[src/rtl/serial_adder_unit.sv]
// -----------------------------------------------------------------------------
// serial_adder_unit
//
// Bit-serial adder/subtractor. A single full-adder slice is reused for WIDTH
// clock cycles, consuming one operand bit per cycle from the LSB upward.
// Subtraction is performed as A + ~B + 1 by inverting B on acceptance and
// seeding the carry with 1.
//
// Ports:
//   clk        clock, all state updates on the rising edge
//   rst        synchronous reset, active-high, highest priority
//   in_valid   operand pair a/b/mode is presented
//   in_ready   unit can accept operands (high only in IDLE)
//   a, b       WIDTH-bit operands (unsigned or two's complement)
//   mode       0 = A+B, 1 = A-B (sampled only on acceptance)
//   busy       high while the serial computation is running
//   out_valid  result available
//   out_ready  consumer accepts the result
//   sum        WIDTH-bit result, modulo 2^WIDTH
//   cout       carry out (add) / no-borrow flag (sub: 1 when A >= B unsigned)
//   ovf        two's-complement overflow
//
// Latency: operands accepted at edge T run on edges T+1..T+WIDTH and
// out_valid is high from edge T+WIDTH. With out_ready tied high one operation
// completes every WIDTH+2 cycles.
// -----------------------------------------------------------------------------
module serial_adder_unit #(
    parameter int WIDTH = 8
) (
    input  logic             clk,
    input  logic             rst,
    input  logic             in_valid,
    output logic             in_ready,
    input  logic [WIDTH-1:0] a,
    input  logic [WIDTH-1:0] b,
    input  logic             mode,
    output logic             busy,
    output logic             out_valid,
    input  logic             out_ready,
    output logic [WIDTH-1:0] sum,
    output logic             cout,
    output logic             ovf
);

    // The clamp keeps the counter declaration legal long enough for the
    // width error below to be the one that gets reported.
    localparam int CW = (WIDTH > 1) ? $clog2(WIDTH) : 1;
    localparam logic [CW-1:0] LAST_BIT = CW'(WIDTH - 1);

    generate
        if (WIDTH < 2 || WIDTH > 32) begin : g_bad_width
            $error("serial_adder_unit: WIDTH must be in the range 2..32");
        end
    endgenerate

    typedef enum logic [1:0] {
        IDLE,
        RUN,
        DONE
    } state_t;

    state_t           state;
    logic [WIDTH-1:0] sa;
    logic [WIDTH-1:0] sb;
    logic [WIDTH-2:0] sum_sr;
    logic             carry;
    logic [CW-1:0]    bit_cnt;

    logic             s_bit;
    logic             c_next;
    logic [WIDTH-1:0] sum_next;

    // The full-adder slice. sum_sr holds the bits produced so far, already
    // right-aligned below the MSB, so prepending the current bit yields the
    // shifted sum register; on the final step that is the complete result.
    always_comb begin
        s_bit    = sa[0] ^ sb[0] ^ carry;
        c_next   = (sa[0] & sb[0]) | (sa[0] & carry) | (sb[0] & carry);
        sum_next = {s_bit, sum_sr};
    end

    always_ff @(posedge clk) begin
        if (rst) begin
            state     <= IDLE;
            sa        <= '0;
            sb        <= '0;
            sum_sr    <= '0;
            carry     <= 1'b0;
            bit_cnt   <= '0;
            sum       <= '0;
            cout      <= 1'b0;
            ovf       <= 1'b0;
            out_valid <= 1'b0;
            busy      <= 1'b0;
            in_ready  <= 1'b1;
        end else begin
            case (state)
                IDLE: begin
                    // Subtraction becomes A + ~B + 1: invert B here and seed
                    // the carry with mode, so RUN never needs to know the mode.
                    if (in_valid && in_ready) begin
                        sa       <= a;
                        sb       <= b ^ {WIDTH{mode}};
                        carry    <= mode;
                        bit_cnt  <= '0;
                        state    <= RUN;
                        in_ready <= 1'b0;
                        busy     <= 1'b1;
                    end
                end

                RUN: begin
                    sa      <= sa >> 1;
                    sb      <= sb >> 1;
                    sum_sr  <= sum_next[WIDTH-1:1];
                    carry   <= c_next;
                    bit_cnt <= bit_cnt + CW'(1);
                    // On the MSB step, carry is the carry into the sign bit,
                    // so overflow is that carry-in XOR the final carry-out.
                    if (bit_cnt == LAST_BIT) begin
                        sum       <= sum_next;
                        cout      <= c_next;
                        ovf       <= carry ^ c_next;
                        bit_cnt   <= '0;
                        state     <= DONE;
                        busy      <= 1'b0;
                        out_valid <= 1'b1;
                    end
                end

                DONE: begin
                    if (out_ready) begin
                        state     <= IDLE;
                        out_valid <= 1'b0;
                        in_ready  <= 1'b1;
                    end
                end

                default: begin
                    state     <= IDLE;
                    out_valid <= 1'b0;
                    busy      <= 1'b0;
                    in_ready  <= 1'b1;
                end
            endcase
        end
    end

endmodule

[config.mk]
export PLATFORM = sky130hd
export DESIGN_NAME = serial_adder_unit
export DESIGN_NICKNAME = d
export VERILOG_FILES = /design/src/rtl/serial_adder_unit.sv
export SDC_FILE = /design/constraint.sdc
export NUM_CORES = 1
export LEC_CHECK = 0
export CAP_MARGIN = 15
export CORE_ASPECT_RATIO = 0.9
export CORE_UTILIZATION = 46
export DETAILED_ROUTE_END_ITERATION = 6
export PLACE_DENSITY_LB_ADDON = 0.3
export SYNTH_ARGS = -nofsm -noshare
export SYNTH_HDL_FRONTEND = slang
export SYNTH_SLANG_ARGS = --single-unit
[constraint.sdc]
create_clock -name clk -period 1.3 [get_ports clk]
set_input_delay 0.26 -clock clk [delete_from_list [all_inputs] [get_ports clk]]
set_output_delay 0.26 -clock clk [all_outputs]
set_load 0.02 [all_outputs]
# Yosys cells after proc, flatten, opt, wreduce, memory -nomap -nowiden

Index checks and enable logic that the tools add are counted.

Flip-flop bits (word level): 42
Input port bits: 21
Output and inout port bits: 13

Add/sub/neg operators: 1
Eq/ne operators: 6
Mux-type cells: 22
Bitwise logic cells: 12
Reduce and logical (&&, ||, !) cells: 9

Operator list:

| cell                  | count |
|---|---|
| $pmux W8 S2           | 2 |
| $mux W8               | 2 |
| $reduce_and A3 Y1     | 4 |
| $pmux W1 S3           | 3 |
| $xor A8 B8 Y8         | 1 |
| $mux W1               | 7 |
| $mux W2               | 3 |
| $mux W3               | 2 |
| $ne A2 B2 Y1 const B  | 3 |
| $pmux W2 S3           | 1 |
| $pmux W3 S2           | 1 |
| $reduce_and A2 Y1     | 2 |
| $add A3 B1 Y3 const B | 1 |
| $and A1 B1 Y1         | 3 |
| $eq A3 B3 Y1 const B  | 1 |
| $not A1 Y1            | 3 |
| $xor A1 B1 Y1         | 3 |
| $eq A2 B1 Y1 const B  | 1 |
| $eq A2 B2 Y1 const B  | 1 |
| $logic_not A2 Y1      | 1 |
| $or A1 B1 Y1          | 2 |
| $pmux W1 S2           | 1 |
| $reduce_bool A2 Y1    | 1 |
| $logic_and A1 B1 Y1   | 1 |

# Longest topological paths before layout

Word-level depth: 4
Gate-level depth with buffers: 6

# Worst setup path before layout

No wires, ideal clock.

Path kind: register to register
From: reg bit_cnt[0]
To: reg state[1]
Setup time: 131 ps
Arrival time: 1,203 ps
Setup slack: -34 ps
Stages on the path, launching flop included: 7
Path buffers: 1
Path through: dfxtp_1 -> ha_1 -> ha_1 -> and3b_1 -> buf_6 -> a21oi_1 -> nor2_1

Word-level cells in the longest chain between the ends: 3

RTL lines:

| item                               | line | RTL |
|---|---|---|
| from (decl)                        | 67   | `logic [CW-1:0] bit_cnt;` |
| from (signal assigned)             | 117  | `bit_cnt <= bit_cnt + CW'(1);` |
| $eq A3 B3 Y1                       | 120  | `if (bit_cnt == LAST_BIT) begin` |
| $ne A2 B2 Y1 (no source line)      | -    |  |
| $reduce_and A3 Y1 (no source line) | -    |  |
| to (signal assigned)               | 125  | `state <= DONE;` |
| to (signal assigned)               | 133  | `state <= IDLE;` |
| to (signal assigned)               | 140  | `state <= IDLE;` |
| to (decl)                          | 62   | `state_t state;` |

Every way passes these cells.
A chain may end at the register's enable or synchronous reset.

# Worst setup path in the final report

From: reg bit_cnt[0]
To: reg bit_cnt[0]

Word-level cells in the longest chain between the ends: 3
Elaborated cells on any way between the ends: 4

RTL lines:

| item                                          | line     | RTL |
|---|---|---|
| $add A3 B1 Y3 or $eq A3 B3 Y1 (tied branches) | 117, 120 |  |
| $mux W3 (*)                                   | 120      |  |
| $pmux W3 S2 (*)                               | 97       | `case (state)` |

Mark *: on every way between the ends. The rest lies on a longest branch, timed or not.

==> results by stage <==
STA:
- The maximum achievable frequency is 760 MHz.
- The worst-case setup margin in the final layout is -0.0165 ns.
- Final hold analysis gives a worst-case slack of 0.449 ns.
- The headroom to the max-slew limit is 75.7%.
- The final setup violation count is 1.
- The worst path in the final design needs a cycle of 1.32 ns, including I/O delays and setup.
- The final count of pins violating max slew is 0.
- Setup repair after global routing could not meet its margin everywhere.
- At the pin with the least slew margin, the transition time is 0.364 ns.
- The final period utilization is 101%.
- The final count of hold timing violations is 0.
- After routing, the total negative slack on setup checks comes to -0.0165 ns.
- The worst clock skew is 0.00835 ns.

Yosys:
- Dividing the synthesized area by the synthesized cell count gives 9.13 um2.
- The primary flip-flop cell chosen by synthesis mapping is sky130_fd_sc_hd__dfxtp_1.
- The register area share after synthesis is 44.7%.
- Counting every net in the synthesized netlist gives 230.
- The synthesized instance count is 206.
- The Yosys step of the flow raised 0 warnings.
- Synthesis instantiated 35 different standard cells from the library.
- Counting flops and latches in the post-synthesis netlist gives 42.
- Yosys mapped a number of flops with a built-in enable equal to 0.
- The synthesized cell area is 1880 um2.
- The async set-reset flop share out of synthesis is 0%.

Detailed routing:
- Using the TritonRoute via totals, the vias-per-cell ratio works out to 5.29.
- The final layout contains routed wiring with a total length of 4.15 mm.
- The first-pass iteration count of the detailed router is 4.
- The detailed router placed 1575 vias in this run.
- For this run, design rule violations remaining after detail routing come to 0.
- The count of routing violations after the opening detailed-route iteration is 79.
- The average routed wire per standard cell is 13.9 um.
- Once detail routing completed, the nets flagged for antenna violations numbered 0.

Layout:
- The layout overhead on the synthesized area is 36.2%.
- Counting the fill cells in the layout gives 309.
- The antenna diode count is 0.
- Leaving out fill and tap cells, the most frequent cell in the layout is sky130_fd_sc_hd__dfxtp_1.
- The fraction of final layout cells with drive strength greater than 1 is 27.8%.
- The net total in the final layout is 275.
- The final cell utilization of the core is 67.3%.
- In the layout the commonest cells are sky130_fd_sc_hd__dfxtp_1, sky130_fd_sc_hd__nand2_1, sky130_fd_sc_hd__a21oi_1, sky130_fd_sc_hd__clkdlybuf4s50_1, sky130_fd_sc_hd__buf_4.

Critical path:
- Along the worst path, the maximum fanout reaches 5.
- In this run the critical register-to-register path is captured at bit_cnt[0]$_SDFFE_PP0P_.
- The register-to-register path setup slack is -0.02 ns.
- The family with the most delay on the worst path is flip-flops.
- By instance count, the cell type seen most on the critical path is sky130_fd_sc_hd__ha_4.
- The worst setup path is launched from a flip-flop.
- In this run the critical register-to-register path is launched from bit_cnt[0]$_SDFFE_PP0P_.
- The total buffers and inverters traversed by the critical path is 1.
- The cell at the slowest stage of the critical path is sky130_fd_sc_hd__dfxtp_2.
- Data arrives at the worst endpoint at 1.55 ns.
- The critical path is of the reg2reg type.
- The number of cells on the worst reg-to-reg path is 5.
- Traced cell by cell, the critical path runs through ha_4, ha_4, buf_6, or3_1, a21oi_1.
- The critical path runs through a total of 5 cells.
- The critical path endpoint category is a flip-flop.
- At the worst endpoint, the required time is 1.53 ns.
- In this design, the stage delay of the slowest critical-path cell is 0.35 ns.

Power:
- The worst-case vdd ir drop is 706 uV.
- The completed layout was analyzed and its total power is 2.97 mW.
- The static leakage is 1.01 nW.
- Power spread over the standard cell area amounts to 1160 nW/um2.

Clock network:
- The clock tree from TritonCTS is built.
- The count of hold-fix buffers inserted at cts is 0.
- The worst-case clock buffer depth is 2.
- The H-tree was split into 2 levels.
- The CTS buffer count is 5.
- Clock tree synthesis found a total of 42 sinks.
- The tree is rooted in a sky130_fd_sc_hd__clkbuf_8.
- The clock-pin slew reported for the worst setup and hold paths after clock tree synthesis is 0.08 ns.
- The clock reaches the later pin of the worst-skew pair after 0.30 ns.

Floorplan:
- In this run the standard cell core region covers 3810 um2.
- From bottom edge to top edge, the die measures 62.7 um.
- The die covers 4350 um2.
- The row count is 21.
- Measured along the x axis, the die boundary spans 69.4 um.
- During I/O placement, the number of pins put on the boundary was 34.
- Once the floorplan was initialized, standard cells occupied 49.4% of the core.

Placement:
- The HPWL reported at the end of detailed placement is 2.63 mm.
- Port buffering added 33 buffers.
- Routability-driven placement finished with a final weighted congestion of 0.748.

Run status:
- The flow ran to the end, but the final reports show violations.
- The checks that failed: setup timing.

Min path:
- The worst hold path terminates at sum[6]$_SDFFE_PP0P_.
- The launch point of the worst hold path is sum[6]$_SDFFE_PP0P_.
- In this run the worst hold path is classified as reg2reg.
- The cell count of the worst hold path is 2.

Global route:
- The pin count of the biggest net entering global routing is 21.
- The initial antenna violation count is 0.
- The first global-routing pass estimated 7.07 mm of wire.
- For this run the aggregate overflow at the end of global routing stands at 0.
- The via count of the first global-routing pass was 1561.
- The combined global-route utilization of all metal layers is 20.5%.

Flow run:
- Across the run, the number of max-cap violations was 0.
worst max path at each step:
stage | from | endpoint | slack, ns
finish | bit_cnt[0]$_SDFFE_PP0P_ | bit_cnt[0]$_SDFFE_PP0P_ | -0.02
global route | bit_cnt[0]$_SDFFE_PP0P_ | bit_cnt[0]$_SDFFE_PP0P_ | -0.07
CTS | bit_cnt[0]$_SDFFE_PP0P_ | bit_cnt[0]$_SDFFE_PP0P_ | 0.0007
detailed placement | bit_cnt[0]$_SDFFE_PP0P_ | ovf$_SDFFE_PP0P_ | -0.23
global placement | bit_cnt[0]$_SDFFE_PP0P_ | ovf$_SDFFE_PP0P_ | -0.21
floorplan | bit_cnt[0]$_SDFFE_PP0P_ | state[1]$_SDFFE_PP0P_ | 0.006
state kept, by name (all words and copies together), names as in the netlist:
register and count:
sa 8, carry 1, cout 1, sum_sr 7, ovf 1, out_valid 1
state 2, sum 8, sb 8, busy 1, bit_cnt 3, in_ready 1
metrics by stage:
| stage | setup WS [ns] | cells | area, um2 |
|---|---|---|---|
| 2_1_floorplan | 0.00572 | 206 | 1880 |
| 3_3_place_gp | -0.213 | 287 | 2380 |
| 3_5_place_dp | -0.233 | 287 | 2380 |
| 4_1_cts | 0.000667 | 298 | 2540 |
| 5_1_grt | -0.0668 | 298 | 2560 |
| 6_report | -0.0165 | 298 | 2560 |
power by group:
part           internal [mW]  switching (mW)  total [mW]
clock                  0.576           0.466        1.04
combinational          0.276           0.239       0.515
sequential              1.36          0.0519        1.41
cell usage after synthesis (2+ instances only):
library cell / count / area share, %
sky130_fd_sc_hd__o21ai_0: 12 / 3.2
sky130_fd_sc_hd__dfxtp_1: 42 / 45
sky130_fd_sc_hd__nand2_1: 34 / 6.8
sky130_fd_sc_hd__o221a_2: 8 / 4.8
sky130_fd_sc_hd__buf_6: 4 / 2.4
sky130_fd_sc_hd__buf_2: 4 / 1.1
sky130_fd_sc_hd__a21oi_1: 32 / 8.5
sky130_fd_sc_hd__xor2_1: 8 / 3.7
sky130_fd_sc_hd__nand2b_1: 4 / 1.3
sky130_fd_sc_hd__nor2_1: 5 / 1.0
sky130_fd_sc_hd__ha_1: 2 / 1.3
sky130_fd_sc_hd__buf_4: 2 / 0.80
sky130_fd_sc_hd__inv_1: 8 / 1.6
sky130_fd_sc_hd__a22oi_2: 7 / 4.7
sky130_fd_sc_hd__nand2_2: 2 / 0.66
sky130_fd_sc_hd__a21oi_2: 9 / 4.2
sky130_fd_sc_hd__clkbuf_1: 5 / 1.0
area by class of cell:
cell class	instances	area, um2	share of cell area [%]
repair buffers	54	552	21.5
clock buffers	5	68.8	2.69
multi-input cells	140	965	37.6
clock inverters	3	43.8	1.71
flip-flops and latches	42	846	33.0
inverters	8	30.0	1.17
well taps	46	57.6	2.25
timing repair:
item | 4_1_cts | 5_1_grt
gates resized for setup | 22 | 8
buffers inserted | 2 | 0
gates cloned | 1 | 0
hold endpoints to repair | 0 | 0
pin swaps | 1 | 2
setup endpoints to repair | 27 | 27
routing by layer:
layer	wire, um	up-vias	global-route usage [%]
met2	1950	37	32.9
met1	1970	729	26.4
met4	57	0	8.16
met5	0	-	0
met3	170	7	5.00
li1	-	802	-
logic make-up after synthesis:
kind of cell / Yosys count / synth area share, %
compound gates: 73 / 27.7
simple gates: 54 / 13.8
flops: 42 / 44.7
buf+inv: 25 / 7.31
xor+xnor: 9 / 4.19
fa+ha+maj: 3 / 2.39
worst reg2reg max path: stages, from the launching register on:
cell and delay (ns):
sky130_fd_sc_hd__dfxtp_2 0.35, sky130_fd_sc_hd__ha_4 0.16, sky130_fd_sc_hd__ha_4 0.16, sky130_fd_sc_hd__buf_6 0.13
sky130_fd_sc_hd__or3_1 0.33, sky130_fd_sc_hd__a21oi_1 0.12
No activity file was read; power rests on OpenSTA's default activity.
